[src/rtl/seg_scan_ctrl_if.sv]
// rtl/seg_scan_ctrl_if.sv - frame load handshake bundle for seg_scan_ctrl
//
// Purpose: carries one display frame (four 4-bit codes plus per-digit blank
// mask) from a producer into the scan controller's pending buffer.
//
// Signals:
//   load_valid  producer -> ctrl  new frame offered
//   load_ready  ctrl -> producer  pending buffer empty; frame taken on valid&ready
//   load_data   producer -> ctrl  digit i = load_data[4i+3:4i], digit 0 rightmost
//   load_blank  producer -> ctrl  bit i forces digit i off, captured with load_data
//
// Modports: master = frame producer, slave = seg_scan_ctrl.

interface seg_scan_ctrl_if;
  logic        load_valid;
  logic        load_ready;
  logic [15:0] load_data;
  logic [3:0]  load_blank;

  modport master (
    output load_valid,
    output load_data,
    output load_blank,
    input  load_ready
  );

  modport slave (
    input  load_valid,
    input  load_data,
    input  load_blank,
    output load_ready
  );
endinterface

[src/rtl/seg_scan_ctrl.sv]
// rtl/seg_scan_ctrl.sv - 4-digit multiplexed 7-segment scan controller
//
// Purpose: time-multiplexes four digits onto one shared binary-to-7-segment
// decoder. Each digit slot lasts SCAN_DIV clocks: DEAD all-off clocks followed
// by a drive phase. New frames are double-buffered (pending -> active) and
// only swapped at the frame boundary so a frame is never shown torn.
//
// Parameters:
//   SCAN_DIV  clocks per digit slot (4..65535)
//   DEAD      all-off clocks at the start of every slot (1..SCAN_DIV-2)
//
// Ports:
//   clk          system clock, rising edge
//   rst_n        asynchronous active-low reset
//   load_if      slave side of the frame load handshake
//   lz_suppress  leading-zero suppression enable, sampled every cycle
//   dig_code     code for the shared decoder data input
//   dig_en_n     decoder enable, 0 = segments driven
//   dig_sel_n    active-low digit select, at most one bit low
//   frame_done   one-cycle pulse after each frame boundary

module seg_scan_ctrl #(
  parameter int unsigned SCAN_DIV = 50000,
  parameter int unsigned DEAD     = 16
) (
  input  logic           clk,
  input  logic           rst_n,
  seg_scan_ctrl_if.slave load_if,
  input  logic           lz_suppress,
  output logic [3:0]     dig_code,
  output logic           dig_en_n,
  output logic [3:0]     dig_sel_n,
  output logic           frame_done
);

  typedef enum logic {
    ST_DEAD  = 1'b0,
    ST_DRIVE = 1'b1
  } state_t;

  localparam logic [15:0] CNT_LAST      = 16'(SCAN_DIV - 1);
  localparam logic [15:0] CNT_DEAD_LAST = 16'(DEAD - 1);

  // Scan timing state
  state_t      r_state;
  state_t      w_state_nxt;
  logic [15:0] r_cnt;
  logic [15:0] w_cnt_nxt;
  logic [1:0]  r_idx;
  logic [1:0]  w_idx_nxt;
  logic        w_boundary;

  // Frame buffers
  logic        r_pend_full;
  logic [15:0] r_pend_data;
  logic [3:0]  r_pend_blank;
  logic [15:0] r_act_data;
  logic [3:0]  r_act_blank;
  logic        w_accept;

  // Output registers
  logic [3:0]  r_dig_code;
  logic        r_dig_en_n;
  logic [3:0]  r_dig_sel_n;
  logic        r_frame_done;

  // Display-path helpers
  logic [3:1]  w_lz_zero;
  logic [3:0]  w_eff_blank;
  logic [3:0]  w_nibble;

  assign load_if.load_ready = ~r_pend_full;
  assign w_accept           = load_if.load_valid & ~r_pend_full;

  //--------------------------------------------------------------------------
  // FSM state register together with slot counter and digit index
  //--------------------------------------------------------------------------
  always_ff @(posedge clk or negedge rst_n) begin
    if (!rst_n) begin
      r_state <= ST_DEAD;
      r_cnt   <= 16'd0;
      r_idx   <= 2'd0;
    end else begin
      r_state <= w_state_nxt;
      r_cnt   <= w_cnt_nxt;
      r_idx   <= w_idx_nxt;
    end
  end

  //--------------------------------------------------------------------------
  // Next-state logic. The counter spans the whole slot; DEAD occupies counts
  // 0..DEAD-1, DRIVE the rest. The digit index only advances when leaving
  // DRIVE, so it is stable for the whole drive phase.
  //--------------------------------------------------------------------------
  always_comb begin
    w_state_nxt = r_state;
    w_cnt_nxt   = r_cnt + 16'd1;
    w_idx_nxt   = r_idx;
    w_boundary  = 1'b0;
    case (r_state)
      ST_DEAD: begin
        if (r_cnt == CNT_DEAD_LAST) begin
          w_state_nxt = ST_DRIVE;
        end
      end
      ST_DRIVE: begin
        if (r_cnt == CNT_LAST) begin
          w_state_nxt = ST_DEAD;
          w_cnt_nxt   = 16'd0;
          w_idx_nxt   = r_idx + 2'd1;
          w_boundary  = (r_idx == 2'd3);
        end
      end
      default: begin
        w_state_nxt = ST_DEAD;
        w_cnt_nxt   = 16'd0;
      end
    endcase
  end

  //--------------------------------------------------------------------------
  // Pending / active buffers. A copy happens only when pending was already
  // full before the boundary cycle; an accept can only occur while pending is
  // empty, so a frame accepted on the boundary cycle itself waits one frame.
  //--------------------------------------------------------------------------
  always_ff @(posedge clk or negedge rst_n) begin
    if (!rst_n) begin
      r_pend_full  <= 1'b0;
      r_pend_data  <= 16'd0;
      r_pend_blank <= 4'd0;
      r_act_data   <= 16'd0;
      r_act_blank  <= 4'hF;
    end else begin
      if (w_accept) begin
        r_pend_data  <= load_if.load_data;
        r_pend_blank <= load_if.load_blank;
        r_pend_full  <= 1'b1;
      end else if (w_boundary && r_pend_full) begin
        r_act_data  <= r_pend_data;
        r_act_blank <= r_pend_blank;
        r_pend_full <= 1'b0;
      end
    end
  end

  //--------------------------------------------------------------------------
  // Leading-zero suppression: digit i (i>0) is dark when it and every digit
  // to its left are zero. Digit 0 is always shown so a zero value reads "0".
  //--------------------------------------------------------------------------
  always_comb begin
    w_lz_zero[3] = (r_act_data[15:12] == 4'd0);
    w_lz_zero[2] = w_lz_zero[3] & (r_act_data[11:8] == 4'd0);
    w_lz_zero[1] = w_lz_zero[2] & (r_act_data[7:4]  == 4'd0);
    w_eff_blank  = r_act_blank | ({w_lz_zero, 1'b0} & {4{lz_suppress}});
  end

  always_comb begin
    w_nibble = 4'd0;
    case (r_idx)
      2'd0:    w_nibble = r_act_data[3:0];
      2'd1:    w_nibble = r_act_data[7:4];
      2'd2:    w_nibble = r_act_data[11:8];
      default: w_nibble = r_act_data[15:12];
    endcase
  end

  //--------------------------------------------------------------------------
  // Registered outputs, computed from the next state so they switch on the
  // same edge as the FSM. Outside DRIVE every select is high and the decoder
  // is disabled, which gives the all-off gap between different digits.
  //--------------------------------------------------------------------------
  always_ff @(posedge clk or negedge rst_n) begin
    if (!rst_n) begin
      r_dig_sel_n  <= 4'hF;
      r_dig_en_n   <= 1'b1;
      r_dig_code   <= 4'd0;
      r_frame_done <= 1'b0;
    end else begin
      r_frame_done <= w_boundary;
      if (w_state_nxt == ST_DRIVE) begin
        r_dig_sel_n <= ~(4'b0001 << r_idx);
        r_dig_code  <= w_nibble;
        r_dig_en_n  <= w_eff_blank[r_idx];
      end else begin
        r_dig_sel_n <= 4'hF;
        r_dig_code  <= 4'd0;
        r_dig_en_n  <= 1'b1;
      end
    end
  end

  assign dig_code   = r_dig_code;
  assign dig_en_n   = r_dig_en_n;
  assign dig_sel_n  = r_dig_sel_n;
  assign frame_done = r_frame_done;

endmodule

[src/flat_wrapper.sv]
// flat-port wrapper written by rule: the top's interface ports become plain ports
module seg_scan_ctrl_flat 
#(
  parameter int unsigned SCAN_DIV = 50000,
  parameter int unsigned DEAD     = 16
)
  (clk, rst_n, lz_suppress, dig_code, dig_en_n, dig_sel_n, frame_done, load_if_load_valid, load_if_load_data, load_if_load_blank, load_if_load_ready);
  seg_scan_ctrl_if load_if_i ();
  input  logic clk;
  input  logic rst_n;
  input  logic lz_suppress;
  output logic [3:0] dig_code;
  output logic dig_en_n;
  output logic [3:0] dig_sel_n;
  output logic frame_done;
  input wire logic [$bits(load_if_i.load_valid)-1:0] load_if_load_valid;
  input wire logic [$bits(load_if_i.load_data)-1:0] load_if_load_data;
  input wire logic [$bits(load_if_i.load_blank)-1:0] load_if_load_blank;
  output wire logic [$bits(load_if_i.load_ready)-1:0] load_if_load_ready;
  assign load_if_i.load_valid = load_if_load_valid;
  assign load_if_i.load_data = load_if_load_data;
  assign load_if_i.load_blank = load_if_load_blank;
  assign load_if_load_ready = load_if_i.load_ready;
  seg_scan_ctrl #(.SCAN_DIV(SCAN_DIV), .DEAD(DEAD)) u_core (.clk(clk), .rst_n(rst_n), .load_if(load_if_i), .lz_suppress(lz_suppress), .dig_code(dig_code), .dig_en_n(dig_en_n), .dig_sel_n(dig_sel_n), .frame_done(frame_done));
endmodule
[config.mk]
export PLATFORM = sky130hd
export DESIGN_NAME = seg_scan_ctrl_flat
export DESIGN_NICKNAME = d
export VERILOG_FILES = /design/src/rtl/seg_scan_ctrl_if.sv /design/src/rtl/seg_scan_ctrl.sv /design/src/flat_wrapper.sv
export SDC_FILE = /design/constraint.sdc
export NUM_CORES = 1
export LEC_CHECK = 0
export ABC_AREA = 1
export CORE_MARGIN = 2
export CORE_UTILIZATION = 36
export DETAILED_ROUTE_END_ITERATION = 7
export GPL_TIMING_DRIVEN = 0
export PLACE_DENSITY = 0.55
export SYNTH_ARGS = -nofsm -noshare
export SYNTH_HDL_FRONTEND = slang
export SYNTH_SLANG_ARGS = --single-unit
export TNS_END_PERCENT = 30
[constraint.sdc]
create_clock -name clk -period 2.2 [get_ports clk]
set_input_delay 0.55 -clock clk [delete_from_list [all_inputs] [get_ports clk]]
set_output_delay 0.55 -clock clk [all_outputs]
set_load 0.1 [all_outputs]
== After elaboration in Yosys (flattened, before gate mapping) ==
Index checks and enable logic that the tools add are counted.
Word-level totals
  bits in writable memories: 0
  output and inout bits: 11
  bits in registers: 70
  ROM bits: 0
  memories: 0
  latch bits: 0
  logic and storage cells: 53
  input port bits: 24
Operators by class
  magnitude comparators: 1
  equal/unequal tests: 5
  multiplexer cells: 15
  bitwise operators: 9
  $mul: 0
  shift-type cells: 1
  reductions and logical operators: 8
  div/mod/pow operators: 0
  add/subtract/negate cells: 2
Operators with widths (number)
  2-to-1 mux 16 bit: 2
  adder 16 x 1 -> 16 bit, second input constant: 1
  == test 16 bit, second input constant: 1
  == test 16 x 4 -> 1 bit, second input constant: 1
  zero test 4 bit: 3
  one-hot mux 4 bit (3 select lines): 1
  2-to-1 mux 1 bit: 8
  2-to-1 mux 4 bit: 2
  bitwise AND 4 bit: 1
  == test 2 bit, second input constant: 2
  NOT 4 bit: 1
  bitwise OR 4 bit: 1
  AND reduction 2 bit: 2
  << shifter 1 x 2 -> 4 bit, first input constant: 1
  bitwise AND 1 bit: 3
  less-than comparator 2 x 3 -> 1 bit, second input constant: 1
  NOT 1 bit: 3
  adder 2 x 1 -> 2 bit, second input constant: 1
  binary-select mux 1 bit (select 2 bit): 1
  == test 2 x 1 -> 1 bit, second input constant: 1
  zero test 2 bit: 1
  one-hot mux 1 bit (2 select lines): 1
  nonzero test 2 bit: 1
  logical AND 1 bit: 1

== Logic depth before layout (Yosys ltp) ==
  depth in word-level cells: 8
  gate-level depth with buffers: 9
  mapped depth without buffers: 9

== Worst setup path before layout ==
Ideal clock, no wire load.
  path kind: reg-to-reg
  start: register u_core.r_pend_full
  end: register u_core.r_pend_blank[0]
  setup time: 0.125 ns
  stages on the path, launching flop included: 5
  arrival time: 1.641 ns
  buffers on the path: 1
  slack: 0.434 ns
  period minus slack after synthesis: 1.766 ns
  path through: dfrtp_1 -> inv_1 -> nand2_1 -> buf_2 -> mux2_2
On the way
  longest elaborated chain between the ends: 2
RTL lines
  start, declared: RTL line seg_scan_ctrl.sv:54  | logic r_pend_full;
  start signal, assigned: RTL line seg_scan_ctrl.sv:128  | r_pend_full <= 1'b0;
  start signal, assigned: RTL line seg_scan_ctrl.sv:137  | r_pend_full <= 1'b1;
  start signal, assigned: RTL line seg_scan_ctrl.sv:141  | r_pend_full <= 1'b0;
  NOT 1 bit
  named net load_if_load_ready: RTL line flat_wrapper.sv:19  | output wire logic [$bits(load_if_i.load_ready)-1:0] load_if_load_ready;
  bitwise AND 1 bit: RTL line seg_scan_ctrl.sv:73  | assign w_accept = load_if.load_valid & ~r_pend_full;
  end signal, assigned: RTL line seg_scan_ctrl.sv:136  | r_pend_blank <= load_if.load_blank;
  end, declared: RTL line seg_scan_ctrl.sv:56  | logic [3:0] r_pend_blank;
The timed path passes the listed nets, and every way through them passes these cells.
A chain may end at the register's enable or synchronous reset.

== Worst setup path after layout ==
  start: register u_core.r_dig_code[0] (netlist: u_core.dig_code[0])
  end: output port dig_code[0]
RTL lines
  start, declared: RTL line seg_scan_ctrl.sv:62  | logic [3:0] r_dig_code;
  start signal, assigned: RTL line seg_scan_ctrl.sv:182  | r_dig_code <= w_nibble;
  end, declared: RTL line flat_wrapper.sv:12  | output logic [3:0] dig_code;
No word-level cell between the ends.

==> run summary <==
Nets -> 413
CORE AREA -> 0.00876 mm²
Post-synthesis sequential area ratio -> 54.1%
Chip width -> 99.2 µm
Relative slew margins -> 36.8%
Most common cell after layout, fill and taps aside -> nand2_1
Netlist Area Pre-Place -> 0.00326 mm²
Synth warn -> 0
Commonest cells after routing, fill and taps aside -> nand2_1 (85), dfrtp_1 (61), nor2_1 (30), inv_1 (25), clkdlybuf4s50_1 (22)
Status -> completed
Startpoint types -> register
Worst Path Arrival -> 1.53 ns
Maximum clock frequency -> 480 MHz
Syn Nets -> 368
# diodes -> 0
Setup violators final -> 0
RD Place Congestion -> 0.787
CP bufs+invs -> 1
Period minus WS final -> 2.08 ns
Initial antenna violation count -> 0
Clock skew -> 0.00927 ns
Leak pwr -> 1.86 nW
Overall Power -> 0.00254 W
Clk sinks -> 70
Worst path slowest cell -> dlygate4sd2_1
Setup slack, reg-to-reg -> 0.63 ns
Boundary Pins -> 35
Area of the multi-input gates -> 0.00133 mm²
1st-pass router iterations -> 4
Layout Area Growth over Synthesis -> 20.9%
Hold WS -> 0.308 ns
Routed len/inst -> 13.3 µm
Root buffer cell -> clkbuf_8
Post-Place Cells -> 480
CP max stage delay -> 0.85 ns
Drc violations -> 0
Hold Path Class -> in -> async
Core Util, Final -> 45.0%
Worst skew pair latency -> 0.35 ns
CTS Buffer Depth -> 2
Post-route cell area -> 0.00394 mm²
Die Height -> 99.2 µm
DP Area -> 0.00373 mm²
Distinct cells, synth -> 27
Input/output buffers -> 34
Fin crit share -> 94.6%
Power density over the cells -> 644 mW/mm²
Initial Utilization -> 37.2%
Final antenna-violating net count -> 0
Synth area leader -> dfrtp_1
Crit-path max FO -> 1
Final WL -> 6.62 mm
Reg area -> 0.00176 mm²
Cell Count, Final, Fillers Out -> 496
Final Slew Violations -> 0
Fraction of layout cells with a size suffix above 1 -> 19.6%
Avg Vias per Cell -> 4.77
Max_cap viols -> 0
Vias in the first global route -> 2376
FF+latch count, synth -> 70
H-tree levels -> 3
Rows -> 34
Starting DRT DRC Count -> 169
Post-CTS Setup Bufs -> 0
Syn Inst Count -> 338
Crit end category -> primary output
Fin. Hold Viols -> 0
Gr ovfl total -> 0
Max VDD drop -> 0.000314 V
DIE AREA -> 0.00983 mm²
Filler cells -> 877
CTS Buf Count -> 9
Top cells by area, synth -> dfrtp_1 (47%), nand2_1 (9.8%), dfstp_2 (7.3%)
Via count -> 2367
CTS tree -> done
CP Class -> reg -> out
Global-route wire length before repair -> 11.4 mm
Post-synthesis average cell area -> 9.64 µm²
Least-Margin Pin Slew -> 0.951 ns
Delay-heaviest family, CP -> buffers and inverters
Post-synth top area share -> 46.8%
Cells along the critical path -> dlygate4sd2_1
Pin count of the biggest net entering global routing -> 71
RSZ-0062 raised after global routing -> no
DPL Wire Length -> 4.77 mm
Worst endpoint required time -> 1.65 ns
Reg clk slew, reported paths -> 0.08 ns
Total track usage -> 14.8%
==> cell usage after synthesis (all sizes together) <==
cell type and n:
mux2 20, nand4 23, dfstp 9, clkbuf 4, buf 6, xor2 8, ha 6, nor3 1
nor3b 1, o21ai 10, nand2 89, dfrtp 61, nor2 37, inv 26, and2 2, nand3 23
a21oi 10, xnor2 2
==> where the power goes <==
| group | internal (W) | total (W) | switching [W] |
|---|---|---|---|
| clock | 0.000585 | 0.00108 | 0.000497 |
| sequential | 0.00133 | 0.00135 | 0.0000228 |
| combinational | 0.0000654 | 0.000105 | 0.0000396 |
| total | 0.00198 | 0.00254 | 0.000559 |
==> logic make-up (layout without fill, tap and decap cells) <==
kind of cell	count (synthesis)	after routing	share of synthesized area, %
buf+inv	36	86	5.14
compound gates	20	20	3.07
flops	70	70	54.1
mux	20	20	6.91
simple gates	176	176	25.8
fa+ha+maj	6	6	2.30
xor+xnor	10	10	2.69
==> final cells by class <==
type | instances | area share (%)
timing repair buffer | 34 | 8.60
clock inverter | 5 | 1.43
inverter | 26 | 2.48
tap | 108 | 3.43
multi-input combinational | 232 | 33.7
sequential | 70 | 44.7
clock buffer | 11 | 3.84
buffer | 10 | 1.78
==> stage by stage <==
stage               setup TNS [ns]  worst slack [ns]
CTS                              0            0.0943
finish                           0             0.118
floorplan                        0             0.434
detailed placement        -0.00204          -0.00204
global route                     0            0.0656
global placement           -119.70             -1.82
==> layer usage <==
metal,track usage [%],up-vias,share of wire (%)
li1,-,1199,-
met1,20.4,1101,50
met2,22.2,55,44
met3,3.37,12,4.4
met4,6.95,0,2.3
met5,0,-,0
==> flip-flops by register name, indices dropped and copies added (netlist names), 2 cells and up <==
name and flops:
u_core.r_pend_blank 4, u_core.r_cnt 16, u_core.r_pend_data 16, u_core.dig_code 4, u_core.r_act_blank 4, u_core.dig_sel_n 4, u_core.r_act_data 16, u_core.r_idx 2
==> final timing paths <==
| check | start | endpoint | cells past startpoint |
|---|---|---|---|
| max | u_core.dig_code[0]$_DFF_PN0_ | dig_code[0] | 1 |
| min | rst_n | u_core.r_cnt[11]$_DFF_PN0_ | 1 |
| max reg2reg | u_core.r_cnt[0]$_DFF_PN0_ | u_core.r_act_data[4]$_DFFE_PN0P_ | 9 |
| min reg2reg | u_core.r_act_blank[3]$_DFFE_PN1P_ | u_core.r_act_blank[3]$_DFFE_PN1P_ | 2 |
| max in group asynchronous | rst_n | u_core.r_act_data[3]$_DFFE_PN0P_ | 1 |
| min in group clk | u_core.r_act_blank[3]$_DFFE_PN1P_ | u_core.r_act_blank[3]$_DFFE_PN1P_ | 2 |
==> repair_timing <==
| action | 4_1_cts | 5_1_grt |
|---|---|---|
| endpoints found under the hold margin | 0 | 0 |
| hold buffers | 0 | 0 |
| resized for setup | 23 | 0 |
| endpoints found under the setup margin | 11 | 0 |
No activity file was read; power rests on OpenSTA's default activity.
